File: src/rtl/rob_alloc_ctrl.sv
// ---------------------------------------------------------------------------
// rob_alloc_ctrl
//
// Reorder-buffer allocation / commit controller for a two-wide pipeline.
// Tracks head, tail and occupancy of a circular ROB. It hands out tail
// indices to the dispatch slots and retires up to two entries per cycle,
// strictly in order. An exception at the head triggers a one-cycle flush,
// then a fixed stall before dispatch resumes into an empty ROB.
//
// State table:
//   state      | meaning
//   -----------+---------------------------------------------------------
//   ST_RUN     | normal operation: allocate at tail, commit at head
//   ST_EXC     | exception at head seen; flush pulse, ROB cleared on exit
//   ST_RECOVER | post-flush stall for RECOVER_CYCLES cycles, no dispatch
//
// Ports:
//   clk         in   clock, rising edge
//   rst_n       in   asynchronous active-low reset
//   rob_we      in   [1:0] per-slot allocation strobes from dispatch
//   rob_rdy     out  [1:0] bit0: >=1 free entry, bit1: >=2 free entries
//   wr_idx      out  [2*IW-1:0] slot0 index in [IW-1:0], slot1 in [2*IW-1:IW]
//   head_ready  in   [1:0] ready flags of entries at head and head+1
//   head_exc    in   exception flag of the entry at head
//   commit      out  [1:0] retire strobes for head and head+1
//   head_idx    out  [IW-1:0] current head pointer
//   flush       out  one-cycle pipeline squash pulse
//   count       out  [IW:0] number of occupied entries
// ---------------------------------------------------------------------------
module rob_alloc_ctrl #(
  parameter int ROB_DEPTH      = 32,
  parameter int RECOVER_CYCLES = 2,
  localparam int IW            = $clog2(ROB_DEPTH)
) (
  input  logic            clk,
  input  logic            rst_n,
  input  logic [1:0]      rob_we,
  output logic [1:0]      rob_rdy,
  output logic [2*IW-1:0] wr_idx,
  input  logic [1:0]      head_ready,
  input  logic            head_exc,
  output logic [1:0]      commit,
  output logic [IW-1:0]   head_idx,
  output logic            flush,
  output logic [IW:0]     count
);

  localparam int CW = IW + 1;
  localparam int SW = (RECOVER_CYCLES > 1) ? $clog2(RECOVER_CYCLES) : 1;

  localparam logic [CW-1:0] CNT_ONE_FREE = CW'(ROB_DEPTH - 1);
  localparam logic [CW-1:0] CNT_TWO_FREE = CW'(ROB_DEPTH - 2);
  localparam logic [SW-1:0] STALL_LOAD   = SW'(RECOVER_CYCLES - 1);

  typedef enum logic [1:0] {
    ST_RUN     = 2'd0,
    ST_EXC     = 2'd1,
    ST_RECOVER = 2'd2
  } state_t;

  state_t         state_q;
  logic [IW-1:0]  head_q;
  logic [IW-1:0]  tail_q;
  logic [CW-1:0]  count_q;
  logic [SW-1:0]  stall_q;

  logic           is_run;
  logic           count_ge1;
  logic           count_ge2;
  logic           exc_take;
  logic [1:0]     nalloc_req;
  logic [1:0]     nalloc_cap;
  logic [1:0]     nalloc;
  logic [1:0]     ncommit;

  // -------------------------------------------------------------------------
  // Combinational decode. Everything below looks only at registered state
  // plus the current-cycle inputs; a commit in this cycle never grants
  // allocation credit until the next cycle.
  // -------------------------------------------------------------------------
  always_comb begin
    is_run    = (state_q == ST_RUN);
    count_ge1 = (count_q != '0);
    count_ge2 = (count_q >= CW'(2));

    rob_rdy    = 2'b00;
    rob_rdy[0] = is_run && (count_q <= CNT_ONE_FREE);
    rob_rdy[1] = is_run && (count_q <= CNT_TWO_FREE);

    commit    = 2'b00;
    commit[0] = is_run && count_ge1 && head_ready[0] && !head_exc;
    commit[1] = commit[0] && count_ge2 && head_ready[1];

    exc_take = is_run && count_ge1 && head_ready[0] && head_exc;

    // Strobes beyond the advertised space are dropped: a lone strobe on
    // either slot fits when one entry is free, a pair needs two.
    nalloc_req = {1'b0, rob_we[0]} + {1'b0, rob_we[1]};
    if (rob_rdy[1]) begin
      nalloc_cap = 2'd2;
    end else if (rob_rdy[0]) begin
      nalloc_cap = 2'd1;
    end else begin
      nalloc_cap = 2'd0;
    end
    nalloc = (nalloc_req < nalloc_cap) ? nalloc_req : nalloc_cap;

    ncommit = {1'b0, commit[0]} + {1'b0, commit[1]};
  end

  // Slot1 is offset only when slot0 also allocates, so the lowest set
  // strobe always receives tail.
  assign wr_idx[IW-1:0]    = tail_q;
  assign wr_idx[2*IW-1:IW] = tail_q + IW'(rob_we[0]);

  assign head_idx = head_q;
  assign count    = count_q;
  assign flush    = (state_q == ST_EXC);

  // -------------------------------------------------------------------------
  // Sequencer and pointer state.
  // -------------------------------------------------------------------------
  always_ff @(posedge clk or negedge rst_n) begin
    if (!rst_n) begin
      state_q <= ST_RUN;
      head_q  <= '0;
      tail_q  <= '0;
      count_q <= '0;
      stall_q <= '0;
    end else begin
      case (state_q)
        ST_RUN: begin
          // Allocations in the exception cycle are still taken; the flush
          // that follows discards them together with everything else.
          head_q  <= head_q + IW'(ncommit);
          tail_q  <= tail_q + IW'(nalloc);
          count_q <= count_q + CW'(nalloc) - CW'(ncommit);
          if (exc_take) begin
            state_q <= ST_EXC;
          end
        end
        ST_EXC: begin
          head_q  <= '0;
          tail_q  <= '0;
          count_q <= '0;
          stall_q <= STALL_LOAD;
          state_q <= ST_RECOVER;
        end
        ST_RECOVER: begin
          if (stall_q == '0) begin
            state_q <= ST_RUN;
          end else begin
            stall_q <= stall_q - SW'(1);
          end
        end
        default: begin
          state_q <= ST_RUN;
        end
      endcase
    end
  end

endmodule

File: config.mk
export PLATFORM = sky130hd
export DESIGN_NAME = rob_alloc_ctrl
export DESIGN_NICKNAME = d
export VERILOG_FILES = /design/src/rtl/rob_alloc_ctrl.sv
export SDC_FILE = /design/constraint.sdc
export NUM_CORES = 1
export LEC_CHECK = 0
export ABC_AREA = 1
export BUFFER_PORTS_ARGS = -buffer_cell sky130_fd_sc_hd__buf_2
export CORE_ASPECT_RATIO = 1.1
export CORE_MARGIN = 2
export CORE_UTILIZATION = 50
export CTS_BUF_LIST = sky130_fd_sc_hd__clkbuf_8
export CTS_CLUSTER_SIZE = 30
export DETAILED_ROUTE_END_ITERATION = 10
export GPL_TIMING_DRIVEN = 1
export PLACE_DENSITY = 0.84
export SYNTH_ARGS = -nofsm -noshare
export SYNTH_HDL_FRONTEND = slang
export SYNTH_SLANG_ARGS = --single-unit
File: constraint.sdc
create_clock -name clk -period 2.9 [get_ports clk]
set_input_delay 0.145 -clock clk [delete_from_list [all_inputs] [get_ports clk]]
set_output_delay 0.145 -clock clk [all_outputs]
set_load 0.05 [all_outputs]
==> results.yml <==
run_status:
  outcome: "finished with violations"
  failed_checks: "setup timing"
clocking:
  cts_tree: "yes"
  ctsHtreeMaxLevel: 1
  clk_sink_count: 19
  tritoncts.num_buffers: 3
  clk_pin_slew_ns: 0.08
  clkLatencyLatePin_ns: 0.26
  cts_max_path_buffers: 2
  root_buffer_selected_by_cts: "sky130_fd_sc_hd__clkbuf_8"
synthesis:
  syn_avg_cell_area_sq_um: 8.897
  post_synth_inst_count: 163
  yosys_warning_count: 0
  postSynthRegisterBits: 19
  syn-cell-area_sq_um: 1450
  yosys.cell_types.count: 29
  yosysSeqAreaShare_pct: 32.79
  mappedNetlistNets: 197
layout:
  antenna-diode-count: 0
  post_route_cells_drive_above_1_share_pct: 52.72
  layout.nets: 274
  finish.instance_area_sq_um: 2197
  final_common_cell: "sky130_fd_sc_hd__buf_4"
  layout.cells.most_common_list: "sky130_fd_sc_hd__buf_4 (37), sky130_fd_sc_hd__buf_2 (32), sky130_fd_sc_hd__nand2_1 (17)"
  areaGrowthSynthToFinish_pct: 51.51
  finish.utilization_pct: 79.82
timing:
  final_hold_viol_count: 0
  worst_path_setup_slack_after_routing_ns: -0.4463
  achievable-frequency_mhz: 298.8
  worst_clock_skew_ns: 0.002130
  report.final.setup_viol: 5
  worst_slew_margin_rel_pct: 61.09
  slew_viol_final: 0
  finalWorstPathRequiredPeriod_ns: 3.346
  worst_tran_pin_value_ns: 0.5814
  layout_worst_path_cycle_share_pct: 115.4
  rsz0062_at_grt: "yes"
placement:
  number_of_port_buffers: 32
  detailedPlacementHpwl_mm: 2.720
  globalplace.congestion: 0.8608
  pre_cts_slack_ns: -0.1296
  placement.cell_area_sq_um: 1891
detailed_routing:
  viasPerCell: 5.529
  firstDrtPassIters: 4
  totalWireLength_mm: 4.781
  antenna_violating_nets_post_route: 0
  dr_total_vias: 1504
  first_iter_violations: 78
  detail_route.wl_per_cell_microns: 17.58
  count_of_unresolved_drc_violations_after_routing: 0
worst_setup_path:
  timing.critical_path.from_type: "flop"
  cp_max_fo: 4
  required_ns: 3.04
  crit_path_cell_trace: "inv_2, ha_4, nand2_4, nor2_4, nand2_1, nand2_1, inv_2, nand2_2, clkinvlp_4, nand2_2, nor2_4, ha_4, inv_2, fa_1, ha_2, nand3_2, a21o_1, a21boi_1, o21bai_1, nand3_1, o21ai_1"
  critical_path.most_common_cell: "sky130_fd_sc_hd__inv_2"
  critPathKind: "reg -> reg"
  timing.critical_path.buf_inv: 4
  crit_family: "adder cells"
  critical_path_arrival_ns: 3.49
  worst_setup_path_end_kind: "flop"
  timing.critical_path.slowest_cell_delay_ns: 0.45
  cell_type_of_the_slowest_stage_on_the_worst_timing_path: "sky130_fd_sc_hd__dfrtp_2"
  r2r-start: "count[4]"
  cp-startpoint: "count[4]"
floorplan:
  top_level_ports: 33
  start_util_pct: 52.68
  die_width_microns: 55.35
  die_h_microns: 60.49
  core_region_area_sq_um: 2753
  floorplan.die_area_sq_um: 3348
  rows: 20
worst_hold_path:
  holdCritPathClass: "in -> async"
grt:
  antenna_found_initial: 0
  grt_remaining_overflow: 0
  vias_in_the_first_global_route: 1426
  grt_start_max_net_pins: 20
  global_route_usage_over_all_layers_pct: 25.80
  grt_pass1_wl_mm: 6.679
power:
  power.static_leakage_nw: 1.109
  vdd.ir_drop.worst_v: 0.0008062
  power_per_cell_area_nw_per_um2: 1120
flow_run:
  drv.max_cap_violation_count: 0
routing by layer:
metal | routed length (microns) | vias to the layer above | part of all wire (%) | global-route usage (%)
met4 | 123 | 0 | 2.6 | 5.226
met5 | 0 | - | 0 | 0
li1 | - | 689 | - | -
met2 | 2488 | 67 | 52 | 46.94
met3 | 258 | 14 | 5.4 | 4.051
met1 | 1910 | 734 | 40 | 33.20
cells by family after synthesis:
family,share of synthesized area (%)
xor gates and xnor gates,3.624
adders and majority gates,25.37
buffers and inverters,6.212
AOI/OAI and AO/OA,14.50
DFF,32.79
and+or+nand+nor,17.51
state kept, by name, indices dropped and copies added, names as in the netlist:
| name | flops |
|---|---|
| state_q | 2 |
| head_idx | 5 |
| count | 6 |
| tail_q | 5 |
| stall_q | 1 |
cell usage after synthesis (all sizes together):
cell type	n	area (sq um)
fa	4	80.08
nand4	1	12.51
o22ai	2	12.51
a21o	1	7.510
or2	2	12.51
o211a	1	10.01
nor2	13	58.81
clkinv	1	3.750
inv	23	86.33
o21ai	11	58.81
a21oi	13	68.82
a21boi	1	7.510
xnor2	4	35.03
a22o	3	26.28
xor2	2	17.52
ha	23	287.8
dfrtp	19	475.5
nor3	3	15.01
nand2	24	105.1
nand3	10	50.05
o21bai	2	18.77
final timing paths:
check | endpoint | slack (ns) | cells past startpoint
max | count[5] | -0.45 | 21
min | count[0] | 0.35 | 2
max reg2reg | count[5] | -0.45 | 21
min reg2reg | head_idx[3] | 0.50 | 1
max in group asynchronous | count[2] | 2.21 | 2
min in group clk | state_q[0] | 0.45 | 6
timing repair:
item,CTS,global route
buffers inserted,15,1
endpoints found under the setup margin,3,6
hold buffers,1,0
endpoints found under the hold margin,19,0
pin swaps,13,3
resized for setup,9,16
report_power, final:
part	internal [mW]	switching, mW	leakage (nW)
logic	0.744	1.12	0.837
clock network	0.0957	0.0958	0.0255
registers	0.333	0.0712	0.246
total	1.17	1.29	1.11
layout make-up:
type | instances | area, sq um
Clock buffer | 3 | 41.29
Timing Repair Buffer | 72 | 470.5
Clock inverter | 1 | 5.005
Inverter | 24 | 93.84
Multi-Input combinational cell | 120 | 1065
Sequential cell | 19 | 480.5
Fill cell | 186 | 555.5
Tap cell | 33 | 41.29
through the flow:
stage	std cells	hold WS (ns)	power [mW]	setup TNS, ns
2_1_floorplan	163	-0.1506	1.409	-2.452
3_3_place_gp	251	0.1143	1.802	-0.06213
3_5_place_dp	251	0.1147	1.850	-0.2113
4_1_cts	271	0.3809	2.184	-0.1160
5_1_grt	272	0.4094	2.595	-1.654
6_report	272	0.3549	2.461	-1.018
Power figures use the tool's default switching activity.
